<file path="src/rtl/kbd_repeat.sv">
// kbd_repeat: N-channel key front end.
// Each channel synchronises its raw key line, debounces press and release,
// and emits one-cycle press/release pulses. While a key is held, the channel
// can also emit typematic auto-repeat press pulses.
//
// Ports:
//   clk           system clock
//   rst           synchronous active-high reset
//   kbd[N]        raw key levels (1 = pressed), asynchronous to clk
//   repeat_en[N]  per-channel auto-repeat enable, synchronous to clk
//   press_pulse   one-cycle pulse per accepted press and per repeat
//   release_pulse one-cycle pulse per accepted release
//   held          debounced key level
//   any_press     OR of press_pulse, aligned with press_pulse
module kbd_repeat #(
  parameter int N             = 4,
  parameter int DEBOUNCE      = 250000,
  parameter int REPEAT_DELAY  = 12500000,
  parameter int REPEAT_PERIOD = 2500000,
  parameter int CNT_W         = 32
) (
  input  logic         clk,
  input  logic         rst,
  input  logic [N-1:0] kbd,
  input  logic [N-1:0] repeat_en,
  output logic [N-1:0] press_pulse,
  output logic [N-1:0] release_pulse,
  output logic [N-1:0] held,
  output logic         any_press
);

  localparam logic [CNT_W-1:0] DEB_LAST = CNT_W'(DEBOUNCE - 1);
  localparam logic [CNT_W-1:0] DLY_LAST = CNT_W'(REPEAT_DELAY - 1);
  localparam logic [CNT_W-1:0] PER_LAST = CNT_W'(REPEAT_PERIOD - 1);

  typedef enum logic [2:0] {
    IDLE,
    DEB_PRESS,
    HOLD_DELAY,
    HOLD_REPEAT,
    DEB_RELEASE
  } state_t;

  // Next-cycle press pulses of all channels, so any_press can be registered
  // in the same cycle as the individual pulses.
  logic [N-1:0] press_vec_next;
  logic         any_reg;

  genvar gi;
  generate
    for (gi = 0; gi < N; gi++) begin : g_ch
      logic             sync_reg;
      logic             kbd_s_reg;
      state_t           state_reg, state_next;
      logic [CNT_W-1:0] cnt_reg, cnt_next;
      logic             press_reg, press_next;
      logic             release_reg, release_next;
      logic             held_reg, held_next;

      always_ff @(posedge clk) begin
        if (rst) begin
          sync_reg    <= 1'b0;
          kbd_s_reg   <= 1'b0;
          state_reg   <= IDLE;
          cnt_reg     <= '0;
          press_reg   <= 1'b0;
          release_reg <= 1'b0;
          held_reg    <= 1'b0;
        end else begin
          sync_reg    <= kbd[gi];
          kbd_s_reg   <= sync_reg;
          state_reg   <= state_next;
          cnt_reg     <= cnt_next;
          press_reg   <= press_next;
          release_reg <= release_next;
          held_reg    <= held_next;
        end
      end

      // Precedence in every state: key level, then repeat enable, then the
      // counter terminal. The counter is cleared on every transition and at
      // each terminal count, so it never wraps.
      always_comb begin
        state_next   = state_reg;
        cnt_next     = cnt_reg;
        press_next   = 1'b0;
        release_next = 1'b0;
        held_next    = held_reg;
        case (state_reg)
          IDLE: begin
            held_next = 1'b0;
            cnt_next  = '0;
            if (kbd_s_reg) begin
              state_next = DEB_PRESS;
            end
          end
          DEB_PRESS: begin
            if (!kbd_s_reg) begin
              state_next = IDLE;
              cnt_next   = '0;
            end else if (cnt_reg == DEB_LAST) begin
              state_next = HOLD_DELAY;
              press_next = 1'b1;
              held_next  = 1'b1;
              cnt_next   = '0;
            end else begin
              cnt_next = cnt_reg + CNT_W'(1);
            end
          end
          HOLD_DELAY: begin
            if (!kbd_s_reg) begin
              state_next = DEB_RELEASE;
              cnt_next   = '0;
            end else if (!repeat_en[gi]) begin
              cnt_next = '0;
            end else if (cnt_reg == DLY_LAST) begin
              state_next = HOLD_REPEAT;
              press_next = 1'b1;
              cnt_next   = '0;
            end else begin
              cnt_next = cnt_reg + CNT_W'(1);
            end
          end
          HOLD_REPEAT: begin
            if (!kbd_s_reg) begin
              state_next = DEB_RELEASE;
              cnt_next   = '0;
            end else if (!repeat_en[gi]) begin
              // Dropping the enable restarts the full repeat delay.
              state_next = HOLD_DELAY;
              cnt_next   = '0;
            end else if (cnt_reg == PER_LAST) begin
              press_next = 1'b1;
              cnt_next   = '0;
            end else begin
              cnt_next = cnt_reg + CNT_W'(1);
            end
          end
          DEB_RELEASE: begin
            if (kbd_s_reg) begin
              // Release bounce: back to holding, repeat delay restarts.
              state_next = HOLD_DELAY;
              cnt_next   = '0;
            end else if (cnt_reg == DEB_LAST) begin
              state_next   = IDLE;
              release_next = 1'b1;
              held_next    = 1'b0;
              cnt_next     = '0;
            end else begin
              cnt_next = cnt_reg + CNT_W'(1);
            end
          end
          default: begin
            state_next = IDLE;
            cnt_next   = '0;
            held_next  = 1'b0;
          end
        endcase
      end

      assign press_vec_next[gi] = press_next;
      assign press_pulse[gi]    = press_reg;
      assign release_pulse[gi]  = release_reg;
      assign held[gi]           = held_reg;
    end
  endgenerate

  always_ff @(posedge clk) begin
    if (rst) begin
      any_reg <= 1'b0;
    end else begin
      any_reg <= |press_vec_next;
    end
  end

  assign any_press = any_reg;

endmodule
</file>
<file path="config.mk">
export PLATFORM = sky130hd
export DESIGN_NAME = kbd_repeat
export DESIGN_NICKNAME = d
export VERILOG_FILES = /design/src/rtl/kbd_repeat.sv
export SDC_FILE = /design/constraint.sdc
export NUM_CORES = 1
export LEC_CHECK = 0
export ABC_AREA = 1
export CAP_MARGIN = 20
export CORE_UTILIZATION = 40
export CTS_CLUSTER_DIAMETER = 200
export DETAILED_ROUTE_END_ITERATION = 12
export PLACE_DENSITY_LB_ADDON = 0.2
export SYNTH_ARGS = -nofsm -noshare
export SYNTH_HDL_FRONTEND = slang
export SYNTH_SLANG_ARGS = --single-unit
</file>
<file path="constraint.sdc">
create_clock -name clk -period 2.2 [get_ports clk]
set_input_delay 0.44 -clock clk [delete_from_list [all_inputs] [get_ports clk]]
set_output_delay 0.44 -clock clk [all_outputs]
set_load 0.01 [all_outputs]
</file>
==> results.txt <==
clock root buffer master -> clkbuf_16
Hold-fix buffers, CTS -> 0
Crit-path slowest cell -> dfxtp_1
Async S/R FF share, synth -> 0
max_slew headroom -> 0.664
Antenna Nets Post-Route -> 0
initial antenna violation count -> 0
CTS tree -> built
Period minus WS final -> 2.03 ns
pin count of the biggest net entering global routing -> 33
GRT met2 Usage -> 0.294
Vert. Die Dim -> 152 um
EDFF count, synth -> 0
R2R Setup Slk -> 0.17 ns
max reg flops -> 128
routed len/inst -> 12.5 um
dpl cell area -> 9460 um^2
Total Wirelength -> 20800 um
Initial Util -> 0.411
Clock transition at path regs -> 0.06 ns
vias in the first global route -> 7605
H-Tree Depth -> 4
reg2reg path depth -> 11
Nets -> 1391
I/O Buffers -> 22
# fillers -> 2249
Worst path max stage delay -> 0.37 ns
CTS Sinks -> 161
Synth Warn # -> 0
Gate Count Post-Synth -> 1350
Yosys cell types -> 43
Worst Hold Endpoint -> g_ch[0].kbd_s_reg
1st-iter DRT viols -> 529
crit path kind -> reg -> reg
# IOs -> 23
clock latency on the worst-skew pair -> 0.43 ns
Overflow after GRT -> 0
count leader, synth -> nor2_1
Fin. Hold Viols -> 0
startpoint class of the critical path -> flop
pwr dens -> 744 nW/um^2
TritonCTS Buffers -> 17
ANT cells -> 0
status -> finished with violations
Hold Crit Class -> reg -> reg
worst path cell trace -> ha_1 -> nand2_1 -> nor2_2 -> nand4_1 -> nor2_2 -> nand2_1 -> nand3_1 -> nand4_4 -> buf_4 -> nand2_8 -> nor2_1
met1 global-route usage -> 0.247
final std cells w/o fill -> 1669
die area -> 23200 um^2
Synthesized Nets -> 1364
global routing's busiest layer -> met2
first drt pass iteration count -> 9
maximum vdd ir drop -> 0.391 mV
Min-Delay Startpoint -> g_ch[0].sync_reg
GRT Util Overall -> 0.182
sequential fraction of the synthesis area -> 0.356
Post-Place Cells -> 1632
leading register cell type out of synthesis -> dfxtp_1
max-slew violations -> 0
Synth top cells by count -> nor2_1, nand2_1, inv_1, dfxtp_1, nand3_1
share of the synthesized area in the top cell type -> 0.356
core area -> 22000 um^2
Leakage -> 3.59 nW
row cnt -> 54
most area-hungry cell type in the Yosys netlist -> dfxtp_1
Die W -> 152 um
#FFs+latches synth -> 161
routing usage on met3 -> 0.0307
Max-cap violations -> 0
first-pass GRT wire length -> 35100 um
synthesized area per cell -> 6.71 um^2
share of cells above drive strength 1 -> 0.0756
CP Launch Point -> g_ch[3].cnt_reg[0]
via count -> 8094
worst slew pin tran -> 0.500 ns
largest fanout on the critical path -> 6
design area -> 10100 um^2
Crit. End Element -> flop
fmax -> 494 MHz
gpl congestion -> 0.869
DP Wirelength -> 15400 um
Final Cycle Share -> 0.921
fin util -> 0.459
violated checks -> design-rule violations
CTS Buffer Depth -> 2
vias per std cell -> 4.85
r2r startpoint -> g_ch[3].cnt_reg[0]
mapped cell area -> 9050 um^2
clk_skew -> 0.0121 ns
worst hold path depth -> 2
Worst Path Arrival -> 2.35 ns
DRC viols -> 2
largest cells by area after synthesis -> dfxtp_1, nor2_1, nand2_1
Area Overhead vs Synth -> 11.6%
Setup Viol. Count Final -> 0
WP data required -> 2.52 ns
reg2reg end -> g_ch[3].cnt_reg[18]
## cells in the final DEF, fill, tap and decap left out, types with 12 or more instances in the layout
cell / instances
nor2_1: 305
nand2_1: 287
inv_1: 164
dfxtp_1: 161
nand3_1: 69
xor2_1: 66
nor3_1: 57
nand4_1: 34
o21ai_0: 30
a21oi_1: 26
clkdlybuf4s50_1: 22
clkbuf_16: 17
nor3_2: 12
xnor2_1: 12
## worst max-delay path: cells and delay by family (launching register included)
| kind | cells | cell delay (ns) |
|---|---|---|
| and+or+nand+nor | 9 | 1.12 |
| DFF | 1 | 0.37 |
| adders and majority gates | 1 | 0.23 |
| buffers and inverters | 1 | 0.19 |
## where the power goes
part           switching, mW  total (mW)  internal, mW
registers              0.132        3.18          3.05
logic                  0.940        1.49         0.551
clock network           1.21        2.85          1.64
total                   2.28        7.52          5.24
## logic make-up (layout without fill, tap and decap cells)
kind of cell | after synthesis | count (layout) | share of synthesized area
AO/OA/AOI/OAI | 77 | 77 | 0.0480
XOR/XNOR | 78 | 78 | 0.0755
adder cells (fa/ha/maj) | 4 | 4 | 0.00553
buffers and inverters | 195 | 231 | 0.0956
flip-flops | 161 | 161 | 0.356
AND/OR/NAND/NOR | 835 | 838 | 0.419
## area by class of cell
type | count | area (um^2) | area share
Multi-Input combinational cell | 997 | 5030 | 0.498
Sequential cell | 161 | 3220 | 0.319
Inverter | 166 | 623 | 0.0617
Clock buffer | 23 | 478 | 0.0473
Tap cell | 280 | 350 | 0.0347
Timing Repair Buffer | 34 | 323 | 0.0319
Clock inverter | 8 | 78.8 | 0.00780
## layer usage
layer / up-vias / wire length (um)
li1: 4334 / -
met1: 3611 / 10500
met2: 129 / 9400
met3: 20 / 702
met4: 0 / 212
met5: - / 0
## repair_timing
action | CTS | global route
resized for setup | 0 | 5
buffers inserted | 0 | 3
endpoints found under the setup margin | 0 | 55
## worst max-delay path by stage
stage	end	slack, ns
3_3_place_gp	g_ch[3].cnt_reg[21]	0.13
5_1_grt	g_ch[3].state_reg[0]	-0.03
4_1_cts	g_ch[3].cnt_reg[18]	0.10
2_1_floorplan	g_ch[2].cnt_reg[8]	0.47
6_report	g_ch[3].cnt_reg[18]	0.17
3_5_place_dp	g_ch[3].cnt_reg[18]	0.11
## per-stage QoR
stage	hold WS, ns	worst slack, ns	power (mW)	setup TNS (ns)
after detailed placement	0.393	0.108	4.63	0
final	0.399	0.174	7.52	0
after global placement	0.389	0.131	4.62	0
after CTS	0.401	0.103	7.49	0
after floorplan	0.388	0.468	4.34	0
after global routing	0.428	-0.0281	7.94	-0.0281
Note: power is estimated with default switching activity, not from simulation.
